## src/rtl/counter_74x161_n.sv

```systemverilog
// counter_74x161_n: parametrised synchronous presettable up/down counter in
// the style of the 74x161/74x191 family, with ENP/ENT cascade enables,
// terminal count (TC) and ripple carry out (RCO).
//
// Optional feature macro: COUNTER_74X161_N_SCLR_EN
//   When defined, adds SCLR_N, a synchronous active-low clear (74x163 style).
//   It sits below CLR_N and above LOAD_N in priority.
//
// Cascade handshake: a stage advances on a rising CLK edge when ENP & ENT are
// high. RCO = TC & ENT feeds the next stage's ENT. ENP never gates RCO, so
// the carry chain is purely feed-forward and has no combinational loop.
// With RCO_REG=1, UP must be held stable for one cycle before a count edge
// that depends on RCO. A UP change with no clock edge is only seen by the
// predictor at the following edge.
module counter_74x161_n #(
  parameter int              WIDTH   = 4,
  parameter longint unsigned MODULUS = 16,
  parameter bit              RCO_REG = 1'b0
) (
  input  logic             CLK,
  input  logic             CLR_N,
  input  logic             LOAD_N,
  input  logic             ENP,
  input  logic             ENT,
  input  logic             UP,
`ifdef COUNTER_74X161_N_SCLR_EN
  input  logic             SCLR_N,
`endif
  input  logic [WIDTH-1:0] D,
  output logic [WIDTH-1:0] Q,
  output logic             RCO,
  output logic             TC
);

  // Highest in-range count value, MODULUS-1.
  localparam logic [WIDTH-1:0] MAX_Q = WIDTH'(MODULUS - 64'd1);
  // A full binary modulus cannot hold an out-of-range value.
  localparam bit FULL_RANGE = (MODULUS == (64'd1 << WIDTH));

  logic [WIDTH-1:0] r_q;
  logic [WIDTH-1:0] w_q_next;
  logic             w_out_of_range;
  logic             w_count;
  logic             w_sclr;

  assign w_count        = ENP & ENT;
  assign w_out_of_range = FULL_RANGE ? 1'b0 : (r_q > MAX_Q);

`ifdef COUNTER_74X161_N_SCLR_EN
  assign w_sclr = ~SCLR_N;
`else
  assign w_sclr = 1'b0;
`endif

  // Next-state selection: sync clear, then load, then count, then hold.
  always_comb begin
    w_q_next = r_q;
    if (w_sclr) begin
      w_q_next = '0;
    end else if (!LOAD_N) begin
      w_q_next = D;
    end else if (w_count) begin
      if (UP) begin
        w_q_next = (r_q >= MAX_Q) ? '0 : r_q + WIDTH'(1);
      end else begin
        w_q_next = ((r_q == '0) || w_out_of_range) ? MAX_Q : r_q - WIDTH'(1);
      end
    end
  end

  // Counter state register; CLR_N clears asynchronously and wins over CLK.
  always_ff @(posedge CLK or negedge CLR_N) begin
    if (!CLR_N) begin
      r_q <= '0;
    end else begin
      r_q <= w_q_next;
    end
  end

  assign Q  = r_q;
  assign TC = UP ? (r_q == MAX_Q) : (r_q == '0);

  generate
    if (RCO_REG) begin : g_rco_reg
      logic r_tc_pred;
      logic w_tc_next;

      // TC of the next state under the current direction.
      assign w_tc_next = UP ? (w_q_next == MAX_Q) : (w_q_next == '0);

      // Prediction register so RCO lines up with Q reaching terminal count.
      always_ff @(posedge CLK or negedge CLR_N) begin
        if (!CLR_N) begin
          r_tc_pred <= 1'b0;
        end else begin
          r_tc_pred <= w_tc_next;
        end
      end

      assign RCO = r_tc_pred & ENT;
    end else begin : g_rco_comb
      assign RCO = TC & ENT;
    end
  endgenerate

endmodule

```

## config.mk

```make
export PLATFORM = sky130hd
export DESIGN_NAME = counter_74x161_n
export DESIGN_NICKNAME = d
export VERILOG_FILES = /design/src/rtl/counter_74x161_n.sv
export SDC_FILE = /design/constraint.sdc
export NUM_CORES = 1
export LEC_CHECK = 0
export CORE_AREA = 3 3 40 42
export CTS_BUF_LIST = sky130_fd_sc_hd__clkbuf_8
export DETAILED_ROUTE_END_ITERATION = 7
export DIE_AREA = 0 0 43 45
export DONT_BUFFER_PORTS = 1
export GPL_ROUTABILITY_DRIVEN = 0
export PLACE_DENSITY = 0.5
export SLEW_MARGIN = 20
export SYNTH_ARGS = -nofsm -noshare
export SYNTH_HDL_FRONTEND = slang
export SYNTH_SLANG_ARGS = --single-unit
```

## constraint.sdc

```tcl
create_clock -name CLK -period 2.6 [get_ports CLK]
set_clock_uncertainty 0.05 [all_clocks]
set_input_delay 0.39 -clock CLK [delete_from_list [all_inputs] [get_ports CLK]]
set_output_delay 0.39 -clock CLK [all_outputs]
set_load 0.03 [all_outputs]
```

Word level (Yosys, flattened, before mapping)
Cells that the tools add are included.
{ "totals": {"reg_bits": 4, "inputBits": 10, "out_inout_bits": 6, "elab_cells": 15} }
{ "op_classes": {"n_addsub": 2, "magnitude_cmp": 1, "n_eq_ne": 2, "mux": 6, "bitwise_logic": 2, "n_reduce_logical": 1} }
{ "ops": {"columns": ["cell", "count"], "rows": [
  ["two-way mux 4 bit", 5],
  ["adder 4 x 1 -> 4 bit (second input constant)", 1],
  ["equality test 4 bit (second input constant)", 1],
  [">= comparator 4 bit (second input constant)", 1],
  ["logical NOT 4 bit", 1],
  ["subtractor 4 x 1 -> 4 bit (second input constant)", 1],
  ["bitwise AND 1 bit", 2],
  ["inequality test 2 x 1 -> 1 bit (second input constant)", 1],
  ["two-way mux 1 bit", 1]
]} }

Logic depth before layout (Yosys ltp)
{ "depth": {"depth_word": 5, "mapped_depth": 6, "ltp_nobuf": 6} }

Worst setup path before layout
No wires, ideal clock.
{ "synth_path": {"path_type": "register -> output", "start": "reg r_q[0], in the netlist Q[0]", "end": "out RCO", "arrival_time_ns": 1.857, "t_required_ns": 2.160, "slack_ns": 0.303, "stages_incl_launch_ff": 5, "n_path_buf": 0, "cell_sequence": "dfrtp_1 ha_1 nand3_1 o22ai_1 and2_1"} }
{ "synth_between": {"elab_chain_cells": 3, "word_cells_on_any_way": 4, "cone_classes": "eq/ne: 1; mux: 1; bitwise: 1; reduce/logical: 1"} }
{ "synth_rtl": {"columns": ["item", "line", "text"], "rows": [
  ["start, declared", "40", "logic [WIDTH-1:0] r_q;"],
  ["start signal, assigned", "76", "r_q <= w_q_next;"],
  ["equality test 4 bit or logical NOT 4 bit (tied branches)", "81", "assign TC = UP ? (r_q == MAX_Q) : (r_q == '0);"],
  ["two-way mux 1 bit *", "81", null],
  ["named net TC", "32", "output logic TC"],
  ["bitwise AND 1 bit *", "102", "assign RCO = TC & ENT;"],
  ["end, declared", "31", "output logic RCO,"]
]} }
The timed path passes the listed nets; every way through them passes the cells marked *.

Worst setup path in the final report
{ "layout_path": {"start": "reg r_q[1], in the netlist Q[1]", "end": "out RCO"} }
{ "layout_between": {"elab_chain_cells": 3, "word_cells_on_any_way": 4, "cone_classes": "eq/ne: 1; mux: 1; bitwise: 1; reduce/logical: 1"} }
{ "layout_rtl": {"columns": ["item", "line"], "rows": [
  ["equality test 4 bit or logical NOT 4 bit (tied branches)", "81"],
  ["two-way mux 1 bit *", "81"],
  ["bitwise AND 1 bit *", "102"]
]} }
Mark *: on every way between the ends. The rest lies on a longest branch, timed or not.

==> summary.md <==
| Metric | Value |
|---|---|
| Worst Tran Pin Value | 0.5086 ns |
| Synth Warn # | 0 |
| Post-synth top area cell | dfrtp_1 |
| Clock sink total | 4 |
| Vias per inst | 5.667 |
| DR pass1 iterations | 4 |
| DIE WIDTH | 43 um |
| Die area | 1935 um2 |
| Top routing layer used | met3 |
| Critical R2R Launch | Q[0]$_DFFE_PN0P_ |
| Fillers | 139 |
| Sequential Power Share | 35.9% |
| Rel. slew slack | 66.09% |
| Crit-path cells | ha_1 > nand3_1 > o22ai_1 > and2_1 |
| Clock insertion delay at the later pin of the skew report | 0.21 ns |
| CTS tree | done |
| DRT iter0 DRCs | 15 |
| Internal power | 0.1986 mW |
| Share of layout cells above drive strength 1 | 14.58% |
| Crit-path max cell delay | 0.64 ns |
| Cell Rows | 13 |
| Worst Hold Launch | LOAD_N |
| Final setup margin | 0.3741 ns |
| Commonest non-fill, non-tap cell in the layout | a21oi_1 |
| Vias in the first global route | 339 |
| Setup CP Type | flip-flop to primary output |
| Synth area leaders | dfrtp_1 (28%), a21oi_1 (7.1%), ha_1 (7.1%) |
| Met2 WL | 429 um |
| Main synth FF type | dfrtp_1 |
| Pwr Density | 687.5 nW/um2 |
| Hold Vio Cnt, Final | 0 |
| Per-cell routed wire length | 14.48 um |
| Area grow syn2layout | 20.85% |
| Die Ht | 45 um |
| Outcome | finished, final reports clean |
| Slew Limit Fails | 0 |
| Syn Nets | 56 |
| Initial antenna violation count | 0 |
| Gr ovfl total | 0 |
| Comb pwr share | 21.1% |
| RSZ-0062 raised after global routing | no |
| First-pass GRT wire length | 1421 um |
| Post-Route M1 WL | 365 um |
| Syn avg cell area | 8.048 um2 |
| WHS Path Cells | 1 |
| Endpoint class of the critical path | primary output |
| Number of synthesized flops with an enable pin | 0 |
| Max Buffers Root-to-Sink | 2 |
| DP Worst Slack | 0.6091 ns |
| Startpoint types | flip-flop |
| Post-Synthesis Cell Area | 354.1 um2 |
| Sw power | 0.09555 mW |
| N_diodes | 0 |
| Most frequent cells in the layout | a21oi_1 (5), dfrtp_1 (4), inv_1 (4), o21ai_0 (4) |
| CTS H-tree depth | 1 |
| Worst Path Required | 2.16 ns |
| Core Area | 1285 um2 |
| Root Driver | clkbuf_8 |
| R2r endpoint | Q[0]$_DFFE_PN0P_ |
| Initial Util | 27.56% |
| Largest register FFs | 4 |
| Postcts setup bufs | 0 |
| Total CTS buffers | 3 |
| Total I/O pin count | 16 |
| Total Routed Length | 912 um |
| Largest net degree at the start of global routing | 10 |
| Worst reg-to-reg path cell count | 6 |
| Number of port buffers | 0 |
| Final count of negative-setup-slack endpoints | 0 |
| Async set-reset flop share out of synthesis | 100.0% |
| Final min period | 2.226 ns |
| TNS Setup | 0 ns |
| Max Cap Viol | 0 |
| Crit path max fanout | 7 |
| Slowest-stage cell, CP | dfrtp_1 |
| Endpoint, Worst Hold | Q[2]$_DFFE_PN0P_ |
| Post-DRT Antenna Nets | 0 |
| Arr. time, crit path | 1.79 ns |
| Layout Nets | 62 |
| P_leak | 0.1799 nW |
| Final hold slack | 0.2086 ns |
| Total track usage | 10.29% |
| Mapped Cells | 44 |
| HP Class | input pin to flip-flop |
| Max VDD drop | 0.3338 mV |
| DR vias | 357 |
| Sequential area share after synthesis | 28.27% |
| Final critical-path share of the clock period | 85.61% |
| # DRC | 0 |
| DP Wirelength | 726.1 um |
| Library cells used by synthesis | 24 |
| Switching Fraction | 32.48% |
| Met3 WL | 117 um |
| Reg2reg setup slack | 0.77 ns |
| Clock-pin slew on the worst setup and hold paths | 0.03 ns |
| Maximum clock frequency | 449.3 MHz |
| Clock power frac | 43.0% |
| Yosys reg bits | 4 |
| Synth top area share | 28.27% |
==> worst max-delay path by stage <==
stage	from	slack, ns	endpoint
2_1_floorplan	Q[0]$_DFFE_PN0P_	0.30	RCO
3_3_place_gp	Q[0]$_DFFE_PN0P_	0.65	RCO
3_5_place_dp	Q[1]$_DFFE_PN0P_	0.61	RCO
4_1_cts	Q[1]$_DFFE_PN0P_	0.37	RCO
5_1_grt	Q[0]$_DFFE_PN0P_	0.27	RCO
6_report	Q[1]$_DFFE_PN0P_	0.37	RCO
==> cell type report <==
cell class                      count  area, um2  area share (%)
Timing Repair Buffer                2      17.52           4.094
Sequential cell                     4      100.1           23.39
Multi-Input combinational cell     34      231.5           54.09
Tap cell                           15      18.77           4.386
Inverter                            5      18.77           4.386
Clock buffer                        3      41.29           9.649
==> logic make-up (layout without fill, tap and decap cells) <==
| family | Yosys count | count (layout) | synth area share (%) |
|---|---|---|---|
| compound gates | 17 | 17 | 33.57 |
| simple gates | 12 | 12 | 16.96 |
| buf+inv | 6 | 10 | 6.357 |
| flops | 4 | 4 | 28.27 |
| fa+ha+maj | 2 | 2 | 7.066 |
| xor+xnor | 2 | 2 | 4.948 |
| mux | 1 | 1 | 2.827 |
==> worst max-delay path, delay by kind of cell (launching register included) <==
| family | cells | cell delay [ns] |
|---|---|---|
| adder cells (fa/ha/maj) | 1 | 0.29 |
| AO/OA/AOI/OAI | 1 | 0.20 |
| flip-flops | 1 | 0.64 |
| AND/OR/NAND/NOR | 2 | 0.45 |
==> cells in the mapped netlist (all sizes together) (2+ instances only) <==
master  instances
inv             5
nand2           2
o22ai           2
and2            2
nor2            3
ha              2
dfrtp           4
o21ai           4
nand3           2
a21oi           5
==> what timing repair did <==
item	CTS	global route
resized for setup	0	0
hold buffers	1	0
hold endpoints to repair	4	0
==> through the flow <==
| stage | std cells | total power, mW | instance area, um2 | util (%) |
|---|---|---|---|---|
| 2_1_floorplan | 44 | 0.1520 | 354.1 | - |
| 3_3_place_gp | 59 | 0.1645 | 376.6 | 29.31 |
| 3_5_place_dp | 59 | 0.1657 | 376.6 | 29.31 |
| 4_1_cts | 63 | 0.2992 | 427.9 | 33.30 |
| 5_1_grt | 63 | 0.3134 | 427.9 | 33.30 |
| 6_report | 63 | 0.2942 | 427.9 | 33.30 |
==> metal layers <==
layer / up-vias / track usage, %
li1: 169 / -
met1: 169 / 12.71
met2: 19 / 14.37
met3: 0 / 7.968
met4: 0 / 1.807
met5: - / 0
==> power by group through the flow <==
stage,logic (mW),registers (mW),clock network [mW]
2_1_floorplan,0.0517,0.100,0
3_3_place_gp,0.0591,0.105,0
3_5_place_dp,0.0595,0.106,0
4_1_cts,0.0624,0.105,0.131
5_1_grt,0.0701,0.107,0.136
6_report,0.0622,0.105,0.126
Note: power is estimated with default switching activity, not from simulation.
